==> src/rtl/core_pkg.sv <==
// Shared definitions for the 16-bit 5-stage core: register file geometry,
// the NOP encoding loaded by squashed stage registers, and pipeline modes.
package core_pkg;

    localparam int NREG = 8;
    localparam int AW   = 3;

    localparam logic [15:0] NOP_INSTR = 16'h0000;

    typedef enum logic [1:0] {
        MODE_RUN    = 2'd0,
        MODE_STALL  = 2'd1,
        MODE_FLUSH  = 2'd2,
        MODE_FREEZE = 2'd3
    } pipe_mode_e;

    function automatic logic is_zero_reg(input logic [AW-1:0] addr);
        return addr == {AW{1'b0}};
    endfunction

endpackage

==> src/rtl/hazard_scoreboard.sv <==
// Per-register count of in-flight writers; pend[r] is set while any writer to
// r has issued but not yet committed. Register 0 is never tracked.
module hazard_scoreboard
    import core_pkg::*;
#(
    parameter int NREG = core_pkg::NREG,
    parameter int AW   = core_pkg::AW,
    parameter int CNTW = 2
) (
    input  logic            clk,
    input  logic            rst,
    input  logic            upd_en,
    input  logic            inc_en,
    input  logic [AW-1:0]   inc_addr,
    input  logic            dec_en,
    input  logic [AW-1:0]   dec_addr,
    output logic [NREG-1:0] pend
);

    localparam logic [CNTW-1:0] CNT_ZERO = {CNTW{1'b0}};
    localparam logic [CNTW-1:0] CNT_MAX  = {CNTW{1'b1}};
    localparam logic [CNTW-1:0] CNT_ONE  = CNTW'(1);

    logic [CNTW-1:0] cnt_r [NREG];
    logic [NREG-1:0] inc_hit_s;
    logic [NREG-1:0] dec_hit_s;
    logic [NREG-1:0] ovf_s;
    logic [NREG-1:0] unf_s;

    for (genvar r = 0; r < NREG; r++) begin : g_cnt
        // Matching inc and dec on one register cancel; limits saturate.
        assign inc_hit_s[r] = upd_en & inc_en & (inc_addr == AW'(r)) & ~is_zero_reg(AW'(r));
        assign dec_hit_s[r] = upd_en & dec_en & (dec_addr == AW'(r)) & ~is_zero_reg(AW'(r));
        assign ovf_s[r]     = inc_hit_s[r] & ~dec_hit_s[r] & (cnt_r[r] == CNT_MAX);
        assign unf_s[r]     = dec_hit_s[r] & ~inc_hit_s[r] & (cnt_r[r] == CNT_ZERO);
        assign pend[r]      = (cnt_r[r] != CNT_ZERO);

        // Counter register for register r.
        always_ff @(posedge clk) begin
            if (rst) begin
                cnt_r[r] <= CNT_ZERO;
            end else if (inc_hit_s[r] & ~dec_hit_s[r] & (cnt_r[r] != CNT_MAX)) begin
                cnt_r[r] <= cnt_r[r] + CNT_ONE;
            end else if (dec_hit_s[r] & ~inc_hit_s[r] & (cnt_r[r] != CNT_ZERO)) begin
                cnt_r[r] <= cnt_r[r] - CNT_ONE;
            end else begin
                cnt_r[r] <= cnt_r[r];
            end
        end
    end

    hazard_scoreboard_chk #(.NREG(NREG)) u_chk (
        .clk (clk),
        .rst (rst),
        .ovf (ovf_s),
        .unf (unf_s)
    );

endmodule

==> src/rtl/hazard_scoreboard_chk.sv <==
// Simulation checker for the scoreboard: an in-flight counter must never be
// pushed past either of its limits.
module hazard_scoreboard_chk #(
    parameter int NREG = 8
) (
    input logic            clk,
    input logic            rst,
    input logic [NREG-1:0] ovf,
    input logic [NREG-1:0] unf
);

    a_no_overflow: assert property (@(posedge clk) disable iff (rst) ovf == {NREG{1'b0}});
    a_no_underflow: assert property (@(posedge clk) disable iff (rst) unf == {NREG{1'b0}});

endmodule

==> src/rtl/hazard_sched.sv <==
// Pipeline sequencing controller: freeze / flush / RAW-stall / run priority,
// branch flush counter and stall performance counter around the scoreboard.
module hazard_sched
    import core_pkg::*;
#(
    parameter int NREG         = core_pkg::NREG,
    parameter int AW           = core_pkg::AW,
    parameter int CNTW         = 2,
    parameter int FLUSH_CYCLES = 1,
    parameter int PERFW        = 16
) (
    input  logic             clk,
    input  logic             rst,
    input  logic             id_valid,
    input  logic [AW-1:0]    id_rs,
    input  logic [AW-1:0]    id_rt,
    input  logic             id_uses_rs,
    input  logic             id_uses_rt,
    input  logic             id_wr_en,
    input  logic [AW-1:0]    id_wr_addr,
    input  logic             ex_branch_taken,
    input  logic             mem_busy,
    input  logic             wb_wr_en,
    input  logic [AW-1:0]    wb_write_addr,
    output logic             pc_en,
    output logic             ifid_en,
    output logic             ifid_flush,
    output logic             idex_bubble,
    output logic             exmem_en,
    output logic             memwb_en,
    output logic             issue,
    output logic [PERFW-1:0] stall_count
);

    localparam logic [1:0]       FLUSH_LOAD = 2'(FLUSH_CYCLES - 1);
    localparam logic [PERFW-1:0] PERF_MAX   = {PERFW{1'b1}};

    logic [NREG-1:0]  pend_s;
    logic             hazard_s;
    logic             branch_s;
    logic             flushing_s;
    pipe_mode_e       mode_s;
    logic [1:0]       fcnt_r;
    logic             br_latch_r;
    logic [PERFW-1:0] stall_cnt_r;

    hazard_scoreboard #(.NREG(NREG), .AW(AW), .CNTW(CNTW)) u_sb (
        .clk      (clk),
        .rst      (rst),
        .upd_en   (~rst & ~mem_busy),
        .inc_en   (issue & id_wr_en),
        .inc_addr (id_wr_addr),
        .dec_en   (wb_wr_en),
        .dec_addr (wb_write_addr),
        .pend     (pend_s)
    );

    assign hazard_s    = id_valid & ((id_uses_rs & pend_s[id_rs]) | (id_uses_rt & pend_s[id_rt]));
    // A branch seen during a freeze is replayed from br_latch_r afterwards.
    assign branch_s    = ex_branch_taken | br_latch_r;
    assign flushing_s  = branch_s | (fcnt_r != 2'd0);
    assign stall_count = stall_cnt_r;

    // Select the pipeline mode by priority.
    always_comb begin
        mode_s = MODE_RUN;
        if (mem_busy) begin
            mode_s = MODE_FREEZE;
        end else if (flushing_s) begin
            mode_s = MODE_FLUSH;
        end else if (hazard_s) begin
            mode_s = MODE_STALL;
        end else begin
            mode_s = MODE_RUN;
        end
    end

    // Decode mode into stage enables and bubble controls.
    always_comb begin
        pc_en       = 1'b0;
        ifid_en     = 1'b0;
        ifid_flush  = 1'b1;
        idex_bubble = 1'b1;
        exmem_en    = 1'b0;
        memwb_en    = 1'b0;
        issue       = 1'b0;
        if (rst) begin
            pc_en       = 1'b0;
        end else begin
            case (mode_s)
                MODE_FREEZE: begin
                    ifid_flush  = 1'b0;
                    idex_bubble = 1'b0;
                end
                MODE_FLUSH: begin
                    pc_en    = 1'b1;
                    ifid_en  = 1'b1;
                    exmem_en = 1'b1;
                    memwb_en = 1'b1;
                end
                MODE_STALL: begin
                    ifid_flush = 1'b0;
                    exmem_en   = 1'b1;
                    memwb_en   = 1'b1;
                end
                MODE_RUN: begin
                    pc_en       = 1'b1;
                    ifid_en     = 1'b1;
                    ifid_flush  = 1'b0;
                    idex_bubble = 1'b0;
                    exmem_en    = 1'b1;
                    memwb_en    = 1'b1;
                    issue       = id_valid;
                end
                default: begin
                    pc_en = 1'b0;
                end
            endcase
        end
    end

    // Flush countdown and frozen-branch latch.
    always_ff @(posedge clk) begin
        if (rst) begin
            fcnt_r     <= 2'd0;
            br_latch_r <= 1'b0;
        end else if (mem_busy) begin
            fcnt_r     <= fcnt_r;
            br_latch_r <= br_latch_r | ex_branch_taken;
        end else if (branch_s) begin
            fcnt_r     <= FLUSH_LOAD;
            br_latch_r <= 1'b0;
        end else if (fcnt_r != 2'd0) begin
            fcnt_r     <= fcnt_r - 2'd1;
            br_latch_r <= 1'b0;
        end else begin
            fcnt_r     <= fcnt_r;
            br_latch_r <= 1'b0;
        end
    end

    // Saturating count of cycles where a valid ID instruction did not issue.
    always_ff @(posedge clk) begin
        if (rst) begin
            stall_cnt_r <= {PERFW{1'b0}};
        end else if (~mem_busy & id_valid & ~issue & (stall_cnt_r != PERF_MAX)) begin
            stall_cnt_r <= stall_cnt_r + PERFW'(1);
        end else begin
            stall_cnt_r <= stall_cnt_r;
        end
    end

endmodule

==> config.mk <==
export PLATFORM = sky130hd
export DESIGN_NAME = hazard_sched
export DESIGN_NICKNAME = d
export VERILOG_FILES = /design/src/rtl/core_pkg.sv /design/src/rtl/hazard_scoreboard.sv /design/src/rtl/hazard_scoreboard_chk.sv /design/src/rtl/hazard_sched.sv
export SDC_FILE = /design/constraint.sdc
export NUM_CORES = 1
export LEC_CHECK = 0
export CORE_ASPECT_RATIO = 0.6
export CORE_UTILIZATION = 53
export DETAILED_ROUTE_END_ITERATION = 8
export GPL_TIMING_DRIVEN = 0
export PLACE_DENSITY = 0.81
export SLEW_MARGIN = 0
export SYNTH_ARGS = -nofsm -noshare
export SYNTH_HDL_FRONTEND = slang
export SYNTH_SLANG_ARGS = --single-unit
==> constraint.sdc <==
create_clock -name clk -period 3.7 [get_ports clk]
set_input_delay 0.74 -clock clk [delete_from_list [all_inputs] [get_ports clk]]
set_output_delay 0.74 -clock clk [all_outputs]
set_load 0.01 [all_outputs]
# Word-level counts from Yosys, hierarchy flattened
# Memory sizes are Yosys's and may differ from the RTL's.
# Index checks and enable logic that the tools add are counted.
[classes] addsub=16 order_cmp=2 eq_ne=25 mux=121 bitwise=94 n_reduce_logical=17
[op_table] cell="$mux W1" count=93
[op_table] cell="$and A1 B1 Y1" count=52
[op_table] cell="$mux W2" count=26
[op_table] cell="$or A1 B1 Y1" count=25
[op_table] cell="$eq A3 B3 Y1 const B" count=8
[op_table] cell="$reduce_bool A2 Y1" count=10
[op_table] cell="$not A1 Y1" count=17
[op_table] cell="$add A16 B1 Y16 const B" count=1
[op_table] cell="$ne A16 B16 Y1 const B" count=1
[op_table] cell="$sub A2 B1 Y2 const B" count=8
[op_table] cell="$add A2 B1 Y2 const B" count=7
[op_table] cell="$ne A2 B2 Y1 const B" count=7
[op_table] cell="$eq A3 B2 Y1 const B" count=4
[op_table] cell="$lt A3 B4 Y1 const B" count=2
[op_table] cell="$bmux W1 S3" count=2
[op_table] cell="$eq A3 B1 Y1 const B" count=2
[op_table] cell="$reduce_or A2 Y1" count=3
[op_table] cell="$reduce_or A3 Y1" count=2
[op_table] cell="$eq A2 B2 Y1 const B" count=2
[op_table] cell="$eq A2 B1 Y1 const B" count=1
[op_table] cell="$logic_not A2 Y1" count=1
[op_table] cell="$reduce_and A2 Y1" count=1
[word_totals] regBits=19 ramBits=16 in_bits=21 output_inout_bits=23 elab_cells=279 n_memories=1
[memory_table] memory="u_sb.cnt_r" depth=8 width=2 rd=8 rd_clocked_by_memory_dff=0 wr=8 line="hazard_scoreboard.sv:24" rtl="logic [CNTW-1:0] cnt_r [NREG];"

# Depth between registers and ports, before layout
# An unclocked memory read counts as a cell.
[depth] word_depth=25 ltp_mapped=12 ltp_nobuf=11

# Modules after synthesis
# From an unflattened synthesis, not the netlist that was laid out.
[hier_totals] hier_cells=289 area_unflattened_um2=2521.2
[by_module_without_submodules] module="hazard_sched" instances=1 cells_per_inst=153 area_per_inst_um2=1311.3 seq_area_each_um2=380.4
[by_module_without_submodules] module="hazard_scoreboard" instances=1 cells_per_inst=136 area_per_inst_um2=1209.9 seq_area_each_um2=420.4

# Worst setup path before layout
# No wires, ideal clock.
[synth_path] path_type="input to register" from="input id_rs[2]" to="memory u_sb.cnt_r[3][0] (enable)" setup_time_ns=0.300 t_arrival_ns=2.694 required_time_ns=3.400 path_slack_ns=0.705 path_stages=9 n_path_buf=0 cell_sequence="nor2b_1 -> a221oi_1 -> nor3_1 -> nor3_1 -> ha_1 -> and4bb_2 -> nand3b_2 -> or4_4 -> nand3_1"
[synth_rtl] item="from (decl)" line="hazard_sched.sv:15" rtl="input logic [AW-1:0] id_rs,"
[synth_rtl] item="to (decl)" line="hazard_scoreboard.sv:24"

# Worst setup path after layout
[layout_path] from="input id_rs[1]" to="output issue"
[layout_between] elab_chain_len=11
[layout_lines] item="$bmux W1 S3" line="hazard_sched.sv:58" rtl="assign hazard_s = id_valid & ((id_uses_rs & pend_s[id_rs]) | (id_uses_rt & pend_s[id_rt]));"
[layout_lines] item="$mux W1 (not written as such)" line="hazard_sched.sv:58"
[layout_lines] item="$and A1 B1 Y1" line="hazard_sched.sv:58"
[layout_lines] item="$or A1 B1 Y1" line="hazard_sched.sv:58"
[layout_lines] item="$and A1 B1 Y1" line="hazard_sched.sv:58"
[layout_lines] item="$mux W1" line="hazard_sched.sv:71" rtl="end else if (hazard_s) begin"
[layout_lines] item="$mux W2" line="hazard_sched.sv:69" rtl="end else if (flushing_s) begin"
[layout_lines] item="$mux W2" line="hazard_sched.sv:67" rtl="if (mem_busy) begin"
[layout_lines] item="$logic_not A2 Y1" line="hazard_sched.sv:90" rtl="case (mode_s)"
[layout_lines] item="$mux W1" line="hazard_sched.sv:90"
[layout_lines] item="$mux W1" line="hazard_sched.sv:87" rtl="if (rst) begin"
[layout_lines] item="to (decl)" line="hazard_sched.sv:31" rtl="output logic issue,"
# Every way passes these cells. The select of a mux whose other input is x is not followed.

==> results <==
- The count of unresolved DRC violations after routing is 0.
- Buffers placed on the I/O ports in this run total 43.
- For the pin with the worst max-slew slack, the measured transition is just over 0.9 ns.
- The setup slack on the worst flop-to-flop path is 0.56 ns.
- The shortest period the worst path allows is 3.64 ns.
- The via count of the first global-routing pass is 1,999.
- Hold is met by 0.495 ns.
- The start point of the worst min-delay path is fcnt_r[0].
- The routed wirelength normalized by instance count is 16.5 µm.
- The standard cell core area is 4230 µm².
- The area of all placed cells without fillers is 3080 µm².
- The origin of the critical flop-to-flop path is u_sb.cnt_r[4][0].
- Setup repair after global routing could not meet its margin everywhere.
- The post-detailed-route via-to-cell ratio is a little over 6.
- The clock skew is 0.0102 ns.
- The total overflow left after global routing is 0.
- Sorting the synthesized cells by area gives the leading types as sky130_fd_sc_hd__edfxtp_1 17%, sky130_fd_sc_hd__dfxtp_1 16%, sky130_fd_sc_hd__ha_1 8.3%.
- The endpoint of the worst hold path is fcnt_r[0].
- The total number of H-tree levels is 2.
- The repair_antennas step left the layout with diodes totalling 0.
- TritonCTS built the clock tree.
- The worst setup path is of the input pin to output port kind.
- Counting flops and latches in the post-synthesis netlist gives 33.
- In the synthesized netlist, the number of instances is 278.
- The number of setup violations in the final report is 0.
- The number of fillers in the final layout is 332.
- Ranked by instance count, the synthesized netlist is headed by 24 x sky130_fd_sc_hd__inv_1, 19 x sky130_fd_sc_hd__a21oi_1, 19 x sky130_fd_sc_hd__dfxtp_1, 19 x sky130_fd_sc_hd__nand2_1, 17 x sky130_fd_sc_hd__nor3_1.
- In the final layout, the multi-input gates occupy 1520 µm².
- The first-pass GRT wire length is 9870 µm.
- Along the worst path, the maximum fanout reaches 4.
- The max-cap check violation count is 0.
- The floorplan step defined a die boundary enclosing between 4000 and 5000 µm².
- The number of hold-slack violations in the final timing report is 0.
- The flow ran to the end, and the final reports show no timing, DRC or antenna violations.
- After clock tree synthesis, the clock-pin slew on the worst setup and hold paths is approximately 0.08 ns.
- The longest clock path from root to sink contains 2 buffers.
- Static timing analysis puts the maximum clock frequency at 274 MHz.
- The endpoint of the most critical register-to-register path is u_sb.cnt_r[1][0].
- At the end of routability-driven placement, the weighted congestion stood at 0.784.
- The required time of the critical path is 2.96 ns.
- The number of max-slew violations in the final report was 0.
- The share of cells above drive strength 1 is ~10%.
- In this run the static leakage power is 1.18 nW.
- The aggregate routed wire length is 6420 µm.
- Buffers inserted during clock tree synthesis total 5.
- The first routing iteration left just over 200 violations.
- In this run the vertical extent of the chip is roughly 54 µm.
- The chip width is 89.2 µm.
- The number of antenna violations at the first check in global routing is 0.
- The clock insertion delay at the later pin of the skew report is around 0.30 ns.
- The detailed router placed 2,397 vias in this run.
- The category of the worst setup path capture point is an output port.
- The smallest setup slack after layout is 0.0566 ns.
- In the synthesized netlist the async set-or-reset flop fraction comes to 0%.
- In the final layout, flip-flops and latches occupy 801 µm².
- The number of cells traversed by the worst register-to-register path is 9.
- Compared with the post-synthesis result, the final layout area differs by 27.5%.
- The hold-fix buffer count after cts is 0.
- The worst setup path is launched from an input pin.
- The worst ir drop on vdd is ~0.24 mV.
- The synthesized design contains 14 enable-type register cells.
- Among all flip-flop cells after synthesis, the most frequent one is sky130_fd_sc_hd__dfxtp_1.
- The path category of the worst min-delay check is flip-flop to flip-flop.
- The worst hold path passes through 2 cells.
- The length of the first detailed-routing pass in iterations is 7.
- The initial core utilization is a little under three fifths.
- The number of unique standard cell types used by synthesis is 53.
- The number of nets in the synthesized netlist is approximately 320.
- The root buffer selected by CTS is sky130_fd_sc_hd__clkbuf_8.
- CTS saw 33 sinks.
- In this run the core area contains 18 standard-cell rows.
- For this run, the total global-route usage over all layers was measured as 28.0%.
- Summed over all instances, the cell type with the most area after synthesis is sky130_fd_sc_hd__edfxtp_1.
- The worst relative slew slack is a little under two fifths.
- The maximum number of pins on one net before global-route repair is 11.
- Yosys instantiated no cell more often than sky130_fd_sc_hd__inv_1.
- For this design the ratio of total power to cell area is 280 nW/µm².
- At the end of the flow, the number of nets in the layout was 365.
- During synthesis, Yosys emitted a total of 0 warnings.
- The sequential-to-total area share from yosys stat is around a third.
- The data arrival at the endpoint of the critical path is 2.90 ns.
- The share of Yosys cell area claimed by the top area cell type is 17.4%.
- The pre-CTS worst setup slack is -0.159 ns.
- The HPWL reported at the end of detailed placement is approximately 4700 µm.
- The post-placement cell area is 2920 µm².
- Of the available clock period, the critical path in the final layout requires a little over nine tenths.
- In this run the count of I/O pins placed on the die edge is 44.
- Once detail routing completed, the nets flagged for antenna violations numbered 0.
- In this run the cell area of the synthesized design comes to about 2400 µm².
- The post-synthesis area per instance is about 8.7 µm².
cells in the final DEF, fill, tap and decap left out, drive strengths merged, types with 4 or more instances in the layout:
cell and instances:
clkbuf 13, clkdlybuf4s50 41, nand3 14, ha 16, a21oi 19, o31ai 8
buf 5, o41ai 6, nor2 15, nand2b 7, nor3 17, or3 4
edfxtp 14, nand4 10, nor4 7, dfxtp 19, nor2b 6, o21ai 7
mux2i 12, or4 11, nand2 19, inv 24
what timing repair did:
action / CTS / global route
pin swaps: 0 / 2
gates resized for setup: 8 / 4
setup endpoints to repair: 4 / 5
buffers inserted: 0 / 1
stage by stage:
step	cells	util (%)	TNS [ns]	total power, mW
2_1_floorplan	278	-	0	0.465
6_report	389	72.8	0	0.865
4_1_cts	389	72.4	0	0.858
3_5_place_dp	381	69.1	-0.872	0.526
3_3_place_gp	381	69.1	-0.535	0.522
5_1_grt	389	72.8	-0.0581	0.892
critical path: stages:
cell	delay [ns]
sky130_fd_sc_hd__clkdlybuf4s50_1	0.54
sky130_fd_sc_hd__nor2b_1	0.08
sky130_fd_sc_hd__a221oi_2	0.31
sky130_fd_sc_hd__nor3_2	0.09
sky130_fd_sc_hd__nor3_2	0.22
sky130_fd_sc_hd__ha_2	0.24
sky130_fd_sc_hd__and3_1	0.16
sky130_fd_sc_hd__clkdlybuf4s50_1	0.53
logic make-up (layout without fill, tap and decap cells):
group | Yosys count | count (layout) | share of synthesized area [%]
simple gates | 129 | 129 | 33.1
compound gates | 52 | 52 | 14.0
buf+inv | 34 | 85 | 5.64
flops | 33 | 33 | 33.1
fa+ha+maj | 16 | 16 | 8.28
mux | 14 | 14 | 5.90
routing by layer:
| layer | track usage [%] | up-vias | wire (µm) | part of all wire [%] |
|---|---|---|---|---|
| li1 | - | 1144 | - | - |
| met1 | 40.6 | 1109 | 3020 | 47 |
| met2 | 40.6 | 128 | 2600 | 41 |
| met3 | 7.54 | 16 | 684 | 11 |
| met4 | 8.20 | 0 | 108 | 1.7 |
| met5 | 0 | - | 0 | 0 |
worst max-delay path by stage:
stage | start | endpoint | depth (start not counted)
finish | id_rs[1] | issue | 8
global route | id_rs[1] | issue | 8
CTS | ex_branch_taken | ifid_flush | 8
detailed placement | ex_branch_taken | ifid_flush | 8
global placement | ex_branch_taken | ifid_flush | 8
floorplan | id_rs[2] | u_sb.cnt_r[3][0] | 9
registers in the layout, indices dropped and copies added (netlist names):
register / count
fcnt_r: 2
stall_count: 16
br_latch_r: 1
u_sb.cnt_r: 14
cell type report:
type	instances	area share, %
multi-input cells	211	49.4
plain buffers	9	1.46
repair buffers	44	14.2
well taps	60	2.43
inverters	24	2.92
clock buffers	8	3.61
flip-flops and latches	33	26.0
power breakdown:
group          switching, mW  internal (mW)
sequential           0.00767          0.388
clock                  0.144          0.192
combinational         0.0708         0.0615
(Power assumes the default switching activity.)
